**config.mk**
```make
export PLATFORM = sky130hd
export DESIGN_NAME = ps2_game_input
export DESIGN_NICKNAME = d
export VERILOG_FILES = /design/src/rtl/lbike_pkg.sv /design/src/rtl/ps2_rx.sv /design/src/rtl/ps2_game_input.sv
export SDC_FILE = /design/constraint.sdc
export NUM_CORES = 1
export LEC_CHECK = 0
export CELL_PAD_IN_SITES_DETAIL_PLACEMENT = 0
export CELL_PAD_IN_SITES_GLOBAL_PLACEMENT = 1
export CORE_AREA = 3 3 84 86
export DETAILED_ROUTE_END_ITERATION = 8
export DIE_AREA = 0 0 87 89
export PLACE_DENSITY = 0.88
export SETUP_SLACK_MARGIN = 0.02
export SYNTH_ARGS = -nofsm -noshare
export SYNTH_HDL_FRONTEND = slang
export SYNTH_SLANG_ARGS = --single-unit
```
**constraint.sdc**
```tcl
create_clock -name board_clk -period 4.9 [get_ports board_clk]
set_clock_uncertainty 0.2 [all_clocks]
set_input_delay 0.98 -clock board_clk [delete_from_list [all_inputs] [get_ports board_clk]]
set_output_delay 0.98 -clock board_clk [all_outputs]
set_load 0.005 [all_outputs]
```
**src/rtl/lbike_pkg.sv**
```systemverilog
`default_nettype none
// ============================================================================
//  Package     : lbike_pkg
//  Description : Shared constants for the lightbike input path. Holds the
//                direction codes, the PS/2 set-2 scan codes used by the game,
//                the decoder state encoding and the direction-turn rule.
//  Revision    : 1.0 - initial release
// ============================================================================
package lbike_pkg;

    // Direction encoding. Opposite directions differ only in bit 1.
    localparam logic [1:0] DIR_UP    = 2'd0;
    localparam logic [1:0] DIR_RIGHT = 2'd1;
    localparam logic [1:0] DIR_DOWN  = 2'd2;
    localparam logic [1:0] DIR_LEFT  = 2'd3;

    // Player 1 keys (plain codes)
    localparam logic [7:0] SC_W     = 8'h1D;
    localparam logic [7:0] SC_S     = 8'h1B;
    localparam logic [7:0] SC_A     = 8'h1C;
    localparam logic [7:0] SC_D     = 8'h23;
    // Player 2 keys (valid only after the E0 prefix)
    localparam logic [7:0] SC_UP    = 8'h75;
    localparam logic [7:0] SC_DOWN  = 8'h72;
    localparam logic [7:0] SC_LEFT  = 8'h6B;
    localparam logic [7:0] SC_RIGHT = 8'h74;
    // Control keys
    localparam logic [7:0] SC_SPACE = 8'h29;
    localparam logic [7:0] SC_ESC   = 8'h76;
    // Prefixes
    localparam logic [7:0] SC_EXT   = 8'hE0;
    localparam logic [7:0] SC_BRK   = 8'hF0;

    // Scan-code decoder states
    typedef enum logic [1:0] {
        ST_IDLE    = 2'd0,
        ST_EXT     = 2'd1,
        ST_BRK     = 2'd2,
        ST_EXT_BRK = 2'd3
    } dec_state_t;

    // A bike may not turn back onto itself: a reversal request keeps the
    // current heading, anything else (including the same heading) is taken.
    function automatic logic [1:0] dir_turn(input logic [1:0] cur,
                                            input logic [1:0] req);
        return (req == (cur ^ 2'b10)) ? cur : req;
    endfunction

endpackage
`default_nettype wire

```
**src/rtl/ps2_rx.sv**
```systemverilog
`default_nettype none
// ============================================================================
//  Module      : ps2_rx
//  Description : PS/2 device-to-host frame receiver in the board_clk domain.
//                Synchronises the raw PS/2 lines, detects falling clock edges,
//                shifts in 11-bit frames and checks start/parity/stop.
//                A watchdog drops a partial frame after TIMEOUT_CYCLES idle.
//  Ports       : board_clk, reset (async, active-high)
//                i_ps2_clk, i_ps2_dat : raw asynchronous PS/2 lines
//                o_byte_valid         : 1-cycle strobe, good frame received
//                o_byte               : last good data byte (held)
//                o_frame_err          : 1-cycle strobe, bad frame or timeout
//  Revision    : 1.0 - initial release
// ============================================================================
module ps2_rx #(
    parameter int TIMEOUT_CYCLES = 100000,
    parameter int SYNC_STAGES    = 2      // minimum 2
) (
    input  logic       board_clk,
    input  logic       reset,
    input  logic       i_ps2_clk,
    input  logic       i_ps2_dat,
    output logic       o_byte_valid,
    output logic [7:0] o_byte,
    output logic       o_frame_err
);

    localparam int WD_W = $clog2(TIMEOUT_CYCLES + 1);

    logic [SYNC_STAGES-1:0] r_clk_sync;
    logic [SYNC_STAGES-1:0] r_dat_sync;
    logic                   r_clk_prev;
    logic [10:0]            r_shift;
    logic [3:0]             r_bitcnt;
    logic [WD_W-1:0]        r_wdog;

    logic        w_clk_s;
    logic        w_dat_s;
    logic        w_fall;
    logic [10:0] w_frame;
    logic        w_good;

    // Idle PS/2 lines are high, so synchronisers reset to 1 to avoid a
    // phantom falling edge straight out of reset.
    always_ff @(posedge board_clk or posedge reset) begin
        if (reset) begin
            r_clk_sync <= '1;
            r_dat_sync <= '1;
        end else begin
            r_clk_sync <= {r_clk_sync[SYNC_STAGES-2:0], i_ps2_clk};
            r_dat_sync <= {r_dat_sync[SYNC_STAGES-2:0], i_ps2_dat};
        end
    end

    assign w_clk_s = r_clk_sync[SYNC_STAGES-1];
    assign w_dat_s = r_dat_sync[SYNC_STAGES-1];
    assign w_fall  = r_clk_prev & ~w_clk_s;

    // Bits arrive LSB first, so shifting right leaves the start bit in [0]
    // and the stop bit in [10] once the 11th bit is in.
    assign w_frame = {w_dat_s, r_shift[10:1]};
    assign w_good  = ~w_frame[0] & w_frame[10] & (^w_frame[9:1]);

    always_ff @(posedge board_clk or posedge reset) begin
        if (reset) begin
            r_clk_prev   <= 1'b1;
            r_shift      <= '0;
            r_bitcnt     <= '0;
            r_wdog       <= '0;
            o_byte_valid <= 1'b0;
            o_byte       <= '0;
            o_frame_err  <= 1'b0;
        end else begin
            r_clk_prev   <= w_clk_s;
            o_byte_valid <= 1'b0;
            o_frame_err  <= 1'b0;
            if (w_fall) begin
                r_wdog  <= '0;
                r_shift <= w_frame;
                if (r_bitcnt == 4'd10) begin
                    r_bitcnt <= '0;
                    if (w_good) begin
                        o_byte_valid <= 1'b1;
                        o_byte       <= w_frame[8:1];
                    end else begin
                        o_frame_err  <= 1'b1;
                    end
                end else begin
                    r_bitcnt <= r_bitcnt + 4'd1;
                end
            end else if (r_bitcnt != 4'd0) begin
                // Watchdog only runs while a frame is partially received.
                if (r_wdog == WD_W'(TIMEOUT_CYCLES - 1)) begin
                    r_bitcnt    <= '0;
                    r_wdog      <= '0;
                    o_frame_err <= 1'b1;
                end else begin
                    r_wdog <= r_wdog + WD_W'(1);
                end
            end
        end
    end

endmodule
`default_nettype wire

```
**src/rtl/ps2_game_input.sv**
```systemverilog
`default_nettype none
// ============================================================================
//  Module      : ps2_game_input
//  Description : Lightbike keyboard front end. Receives PS/2 bytes, decodes
//                the E0/F0 prefixes and turns key makes into registered
//                player directions and one-cycle start/escape pulses.
//  Ports       : board_clk, reset (async, active-high)
//                ps2_clk, ps2_dat : raw PS/2 lines
//                load_dirs        : force default directions (wins over keys)
//                p1_dir, p2_dir   : UP=0 RIGHT=1 DOWN=2 LEFT=3
//                start_pulse      : space make; esc_pulse : escape make
//                scan_code        : last good byte; frame_err : rx error
//  Revision    : 1.0 - initial release
// ============================================================================
module ps2_game_input
    import lbike_pkg::*;
#(
    parameter int TIMEOUT_CYCLES = 100000,
    parameter int SYNC_STAGES    = 2
) (
    input  logic       board_clk,
    input  logic       reset,
    input  logic       ps2_clk,
    input  logic       ps2_dat,
    input  logic       load_dirs,
    output logic [1:0] p1_dir,
    output logic [1:0] p2_dir,
    output logic       start_pulse,
    output logic       esc_pulse,
    output logic [7:0] scan_code,
    output logic       frame_err
);

    logic       w_byte_valid;
    logic [7:0] w_byte;
    dec_state_t r_state;

    ps2_rx #(
        .TIMEOUT_CYCLES (TIMEOUT_CYCLES),
        .SYNC_STAGES    (SYNC_STAGES)
    ) u_rx (
        .board_clk    (board_clk),
        .reset        (reset),
        .i_ps2_clk    (ps2_clk),
        .i_ps2_dat    (ps2_dat),
        .o_byte_valid (w_byte_valid),
        .o_byte       (w_byte),
        .o_frame_err  (frame_err)
    );

    assign scan_code = w_byte;

    always_ff @(posedge board_clk or posedge reset) begin
        if (reset) begin
            r_state     <= ST_IDLE;
            p1_dir      <= DIR_RIGHT;
            p2_dir      <= DIR_LEFT;
            start_pulse <= 1'b0;
            esc_pulse   <= 1'b0;
        end else begin
            start_pulse <= 1'b0;
            esc_pulse   <= 1'b0;
            if (w_byte_valid) begin
                case (r_state)
                    ST_IDLE: begin
                        if (w_byte == SC_EXT) begin
                            r_state <= ST_EXT;
                        end else if (w_byte == SC_BRK) begin
                            r_state <= ST_BRK;
                        end else begin
                            case (w_byte)
                                SC_W:     p1_dir <= dir_turn(p1_dir, DIR_UP);
                                SC_S:     p1_dir <= dir_turn(p1_dir, DIR_DOWN);
                                SC_A:     p1_dir <= dir_turn(p1_dir, DIR_LEFT);
                                SC_D:     p1_dir <= dir_turn(p1_dir, DIR_RIGHT);
                                SC_SPACE: start_pulse <= 1'b1;
                                SC_ESC:   esc_pulse   <= 1'b1;
                                default:  ;
                            endcase
                        end
                    end
                    ST_EXT: begin
                        // Repeated E0 keeps us waiting for the real key.
                        if (w_byte == SC_BRK) begin
                            r_state <= ST_EXT_BRK;
                        end else if (w_byte != SC_EXT) begin
                            r_state <= ST_IDLE;
                            case (w_byte)
                                SC_UP:    p2_dir <= dir_turn(p2_dir, DIR_UP);
                                SC_DOWN:  p2_dir <= dir_turn(p2_dir, DIR_DOWN);
                                SC_LEFT:  p2_dir <= dir_turn(p2_dir, DIR_LEFT);
                                SC_RIGHT: p2_dir <= dir_turn(p2_dir, DIR_RIGHT);
                                default:  ;
                            endcase
                        end
                    end
                    // Break codes: swallow the released key.
                    ST_BRK:     r_state <= ST_IDLE;
                    ST_EXT_BRK: r_state <= ST_IDLE;
                    default:    r_state <= ST_IDLE;
                endcase
            end
            // Placed last so it overrides any key action in the same cycle.
            if (load_dirs) begin
                p1_dir <= DIR_RIGHT;
                p2_dir <= DIR_LEFT;
            end
        end
    end

endmodule
`default_nettype wire

```
==> impl_metrics.py, run 1 <==
metrics = {
    "grt": {
        "antenna_found_initial": 0,
        "grt_pass1_vias": 2098,
        "overflow": 0,
        "grt_pass1_wl_mm": 9.66,
        "grtUsageTotal_pct": 16.0,
        "grt_max_degree": 37,
    },
    "hold_path": {
        "min_path_type": "reg -> reg",
    },
    "clocking": {
        "clk_latency_ns": 0.31,
        "postCtsSetupRepairBufs": 0,
        "numCtsBuffers": 5,
        "clockBufferDepth": 2,
        "cts_max_level": 2,
        "ctsResizeCount": 0,
        "cts_num_sinks": 54,
        "cts_hold_buf": 0,
        "cts.reportedPaths.clkPinSlew_ns": 0.10,
        "cts_root_buf": "clkbuf_8",
        "cts_tree": "yes",
    },
    "final_layout": {
        "stdcell_area_mm2": 0.00319,
        "nets": 322,
        "drive_gt1_share_pct": 11.8,
        "area_delta_synth_final_pct": 12.9,
        "fin_cells": 391,
        "diodes": 0,
        "fillerInstances": 576,
    },
    "power": {
        "leakagePower_uw": 0.00136,
        "swShare_pct": 31.4,
        "vdd_drop_max_v": 0.000231,
        "pwr-share-seq_pct": 52.1,
        "p_sw_uw": 346,
        "internal_power_uw": 755,
        "comb_power_share_pct": 23.3,
        "clkPwrFrac_pct": 24.6,
        "p_per_area_mw_per_mm2": 346,
    },
    "routing": {
        "drtIter0Drc": 115,
        "vias": 2140,
        "wl_per_cell_um": 14.0,
        "drtAntennaViolNets": 0,
        "post-route-drc-count": 0,
        "firstDrtPassIters": 4,
        "vias_per_cell": 5.47,
        "wl_mm": 5.48,
    },
    "setup_path": {
        "cp_top_family": "buffers and inverters",
        "crit_type": "reg -> out",
        "crit_fanout": 13,
        "cpMaxStageDelayCell": "clkdlybuf4s50_1",
        "cp_cell_sequence": "clkdlybuf4s50_1",
        "worstPathRequired_ns": 3.72,
        "worstPathArrival_ns": 1.45,
        "crit_path_start_kind": "register",
        "cp_slowest_stage_delay_ns": 0.58,
        "setup.worst_path.end_class": "output port",
        "path_buf_inv": 1,
    },
    "sta": {
        "slew-limit-headroom_pct": 46.1,
        "tightest_slew_ns": 0.806,
        "worst_slack_ns": 2.27,
        "tns_ns": 0,
        "fin_crit_sh_pct": 53.7,
        "holdWs_ns": 0.160,
        "period_needed_ns": 2.63,
        "rsz0062_at_grt": "no",
        "setup_viol_count_final": 0,
        "finalHoldViolations": 0,
        "max_freq_mhz": 380,
        "slew_viol_final": 0,
    },
    "placed_design": {
        "dpl_cell_area_mm2": 0.00308,
        "dp_hpwl_mm": 3.86,
        "place_congestion": 0.833,
        "post-place-ws_ns": 2.47,
        "io_buffers": 19,
        "placed_cells": 383,
    },
    "floorplan": {
        "num_rows": 29,
        "die_w_um": 87,
        "die-area_mm2": 0.00774,
        "die_height_um": 89,
        "initial_core_util_pct": 44.5,
        "ios": 20,
        "core-area_mm2": 0.00635,
    },
    "synth": {
        "synthCells": 296,
        "avgSynthCellArea_um2": 9.54,
        "synthArstFlopShare_pct": 100,
        "synth_warnings": 0,
        "yosysSeqAreaShare_pct": 48.2,
        "ys_ff_latch": 54,
        "synth_nets": 305,
        "synth_area_mm2": 0.00282,
        "synth_edf_count": 0,
        "ys_types": 49,
        "synth_ff_type": "dfrtp_1",
    },
    "status": {
        "run_status": "finished clean",
    },
    "run": {
        "cap_violations": 0,
    },
}
## synthesized netlist by cell type (3+ instances only)
cell | number | area share, %
ha_1 | 4 | 1.8
o21ai_0 | 15 | 2.7
or3_1 | 8 | 1.8
nand2b_1 | 5 | 1.1
dfstp_2 | 8 | 7.4
clkbuf_1 | 10 | 1.3
nor2_1 | 11 | 1.5
nor2b_1 | 5 | 1.1
mux2_2 | 9 | 3.6
nor3b_1 | 4 | 1.1
nor3_1 | 6 | 1.1
dfrtp_1 | 46 | 41
inv_1 | 12 | 1.6
nand3b_1 | 5 | 1.3
and4_1 | 3 | 0.93
xor2_1 | 3 | 0.93
xnor2_1 | 4 | 1.2
nor4b_1 | 7 | 2.2
nand2_1 | 51 | 6.8
nand3_1 | 15 | 2.7
a21oi_1 | 17 | 3.0
nand4_1 | 8 | 1.8
a21o_1 | 4 | 1.1
and2_1 | 5 | 1.1
## cell type report
cell class	instances	area, um^2	area share, %
Multi-Input combinational cell	219	1370	43.1
Sequential cell	54	1360	42.7
Timing Repair Buffer	21	205	6.44
Clock buffer	7	96.3	3.02
Tap cell	77	96.3	3.02
Inverter	12	45.0	1.41
Clock inverter	1	8.76	0.275
## final timing paths
check                                   start            endpoint  slack [ns]  cells past startpoint
max reg2reg                  u_rx.r_bitcnt[0]      u_rx.r_wdog[3]        2.45                      7
max                            u_rx.o_byte[0]        scan_code[0]        2.27                      1
max in group asynchronous               reset  u_rx.r_clk_sync[1]        2.90                      3
min in group asynchronous               reset     u_rx.r_wdog[16]        0.78                      2
min                        u_rx.r_dat_sync[0]  u_rx.r_dat_sync[1]        0.16                      0
min reg2reg                u_rx.r_dat_sync[0]  u_rx.r_dat_sync[1]        0.16                      0
## registers in the layout, summed over array words and instances, names as in the netlist
name               count
u_rx.o_frame_err       1
r_state                2
u_rx.r_clk_prev        1
u_rx.r_bitcnt          4
p2_dir                 2
u_rx.o_byte_valid      1
u_rx.r_shift          10
esc_pulse              1
u_rx.o_byte            8
u_rx.r_dat_sync        2
p1_dir                 2
start_pulse            1
u_rx.r_wdog           17
u_rx.r_clk_sync        2
## routing by layer
metal | global-route usage (%) | part of all wire, %
met5 | 0 | 0
met3 | 3.23 | 4.1
met1 | 21.0 | 48
met4 | 7.22 | 2.0
met2 | 25.6 | 46
## power by group through the flow
stage	registers, uW	clock network (uW)	logic, uW
global placement	578	0	252
floorplan	563	0	208
detailed placement	579	0	258
global route	583	300	292
CTS	571	286	260
finish	573	271	257
## through the flow
| stage | util [%] | total power (uW) |
|---|---|---|
| floorplan | - | 770 |
| global placement | 48.5 | 830 |
| detailed placement | 48.5 | 837 |
| CTS | 50.2 | 1120 |
| global route | 50.2 | 1170 |
| finish | 50.2 | 1100 |
## cell families (layout without fill, tap and decap cells)
group                    after synthesis  in the layout  share of synthesized area, %
AO/OA/AOI/OAI                         51             51                          11.2
XOR/XNOR                               9              9                          3.59
adder cells (fa/ha/maj)                4              4                          1.77
buffers and inverters                 23             41                          3.10
flip-flops                            54             54                          48.2
multiplexers                          10             10                          3.95
AND/OR/NAND/NOR                      145            145                          28.1
## layout by cell type, fill, tap and decap left out, drive strengths merged, types with 2 or more instances in the layout
| cell | instances |
|---|---|
| nand3b | 5 |
| a211o | 2 |
| or3b | 3 |
| a21oi | 17 |
| nor2b | 5 |
| nor2 | 11 |
| ha | 4 |
| and2 | 5 |
| nor3b | 4 |
| and4 | 3 |
| xor2 | 3 |
| xnor2 | 5 |
| nand2 | 51 |
| a22o | 2 |
| buf | 2 |
| nand4 | 8 |
| dfstp | 8 |
| clkbuf | 7 |
| mux2 | 9 |
| or3 | 8 |
| nor3 | 7 |
| inv | 12 |
| o21ai | 15 |
| nand4b | 2 |
| a211oi | 2 |
| or2 | 2 |
| a21o | 4 |
| nand3 | 15 |
| nand2b | 5 |
| dfrtp | 46 |
| clkdlybuf4s50 | 19 |
| nor4b | 7 |
Note: power is estimated with default switching activity, not from simulation.
==> inputs of run 2 (changes only) <==
--- a/config.mk
+++ b/config.mk
@@ -7,10 +7,10 @@
 export LEC_CHECK = 0
 export CELL_PAD_IN_SITES_DETAIL_PLACEMENT = 0
 export CELL_PAD_IN_SITES_GLOBAL_PLACEMENT = 1
-export CORE_AREA = 3 3 84 86
+export CORE_AREA = 3 3 87 89
 export DETAILED_ROUTE_END_ITERATION = 8
-export DIE_AREA = 0 0 87 89
-export PLACE_DENSITY = 0.88
+export DIE_AREA = 0 0 90 92
+export PLACE_DENSITY = 0.86
 export SETUP_SLACK_MARGIN = 0.02
 export SYNTH_ARGS = -nofsm -noshare
 export SYNTH_HDL_FRONTEND = slang
==> constraint.sdc (replaced) <==
create_clock -name board_clk -period 2.2 [get_ports board_clk]
set_clock_uncertainty 0.2 [all_clocks]
set_input_delay 0.44 -clock board_clk [delete_from_list [all_inputs] [get_ports board_clk]]
set_output_delay 0.44 -clock board_clk [all_outputs]
set_load 0.005 [all_outputs]
==> impl_metrics.py, run 2 (synthesis gave the netlist of run 1 again) <==
metrics = {
    "clocking": {
        "cts_max_level": 2,
        "clk_latency_ns": 0.31,
        "cts_root_buf": "clkbuf_8",
        "clockBufferDepth": 2,
        "cts_num_sinks": 54,
        "numCtsBuffers": 5,
        "cts_tree": "yes",
        "cts.reportedPaths.clkPinSlew_ns": 0.09,
    },
    "floorplan": {
        "num_rows": 30,
        "die-area_mm2": 0.00828,
        "core-area_mm2": 0.00683,
        "initial_core_util_pct": 41.3,
        "die_height_um": 92,
        "ios": 20,
        "die_w_um": 90,
    },
    "routing": {
        "wl_mm": 5.85,
        "vias_per_cell": 5.25,
        "firstDrtPassIters": 4,
        "vias": 2275,
        "post-route-drc-count": 0,
        "drtIter0Drc": 177,
        "wl_per_cell_um": 13.5,
        "drtAntennaViolNets": 0,
    },
    "final_layout": {
        "layout_common_cells": "51 x nand2_1, 45 x dfrtp_1, 22 x buf_4",
        "top_register": "u_rx.r_wdog",
        "area_delta_synth_final_pct": 22.6,
        "layout_commonest_cell": "nand2_1",
        "fillerInstances": 637,
        "drive_gt1_share_pct": 19.6,
        "nets": 345,
        "largest_reg_flops": 17,
        "diodes": 0,
        "fin_util_pct": 50.6,
        "largestRegisters": "u_rx.r_wdog: 17 flops, u_rx.r_shift: 10 flops, u_rx.o_byte: 8 flops",
    },
    "power": {
        "vdd_drop_max_v": 0.000506,
        "leakagePower_uw": 0.00150,
        "p_per_area_mw_per_mm2": 764,
        "total_power_uw": 2640,
    },
    "placed_design": {
        "place_congestion": 0.811,
        "io_buffers": 19,
        "dp_hpwl_mm": 4.26,
    },
    "grt": {
        "grt_pass1_vias": 2196,
        "grt_pass1_wl_mm": 10.3,
        "antenna_found_initial": 0,
        "grtUsageTotal_pct": 15.0,
        "overflow": 0,
        "grt_max_degree": 23,
    },
    "sta": {
        "max_freq_mhz": 469,
        "slew_viol_final": 0,
        "period_needed_ns": 2.13,
        "slew-limit-headroom_pct": 65.8,
        "setup_viol_count_final": 0,
        "finalHoldViolations": 0,
        "fin_crit_sh_pct": 97.0,
        "tightest_slew_ns": 0.512,
        "rsz0062_at_grt": "yes",
    },
    "hold_path": {
        "min_path_type": "reg -> reg",
    },
    "setup_path": {
        "setup.worst_path.end_class": "register",
        "worstPathRequired_ns": 2.20,
        "crit_path_start_kind": "register",
        "worstPathArrival_ns": 2.14,
        "crit_type": "reg -> reg",
        "crit_fanout": 9,
    },
    "run": {
        "cap_violations": 0,
    },
    "status": {
        "run_status": "finished clean",
    },
}
[run 2: cell types whose count changed in the layout (fill, tap and decap cells not counted), sizes merged]
cell	previous run	this run
buf	2	25
bufinv	0	1
clkbuf	7	6
[run 2: critical path: stages (launching register included)]
cell	delay [ns]
dfrtp_1	0.40
xor2_1	0.18
xnor3_2	0.46
xnor2_2	0.17
nor3_4	0.15
buf_12	0.15
mux2_2	0.32
[run 2: worst paths after layout]
path,start,endpoint,slack (ns),depth (start not counted)
max,u_rx.r_shift[7],u_rx.o_byte[3],0.07,6
min,u_rx.r_clk_sync[0],u_rx.r_clk_sync[1],0.16,0
max reg2reg,u_rx.r_shift[7],u_rx.o_byte[3],0.07,6
min reg2reg,u_rx.r_clk_sync[0],u_rx.r_clk_sync[1],0.16,0
max in group asynchronous,reset,u_rx.r_shift[2],1.04,3
min in group asynchronous,reset,p1_dir[1],0.27,2
[run 2: power breakdown]
group	leakage (uW)	switching (uW)	internal, uW	total, uW
Clock	0.0000554	325	342	667
Sequential	0.000706	141	1120	1260
Combinational	0.000738	346	367	713
Total	0.00150	812	1830	2640
[run 2: layout make-up]
cell class                      count  area [um^2]  area share [%]
Multi-Input combinational cell    219         1410            40.6
Sequential cell                    54         1360            39.4
Timing Repair Buffer               44          415            12.0
Tap cell                           96          120            3.47
Clock buffer                        6         72.6            2.10
Inverter                           12         45.0            1.30
Clock inverter                      2         38.8            1.12
[run 2: repair_timing]
| action | CTS | global route |
|---|---|---|
| buffers inserted | 2 | 1 |
| setup endpoints to repair | 8 | 21 |
| hold buffers | 0 | 0 |
| pin swaps | 1 | 2 |
| gates resized for setup | 1 | 7 |
[run 2: through the flow]
stage	std cells	worst slack (ns)	setup TNS (ns)	area (um^2)	hold slack, ns
2_1_floorplan	296	0.0838	0	2820	0.145
3_3_place_gp	422	0.0122	0	3280	0.146
3_5_place_dp	422	-0.107	-0.837	3280	0.147
4_1_cts	432	0.0217	0	3430	0.161
5_1_grt	433	0.00297	0	3460	0.171
6_report	433	0.0661	0	3460	0.161
[run 2: routing by layer]
layer	share of wire, %	vias up	GRT usage, %
met4	1.0	0	4.21
met1	47	1096	20.9
met3	4.4	6	3.20
met5	0	-	0
li1	-	1128	-
met2	47	45	23.6
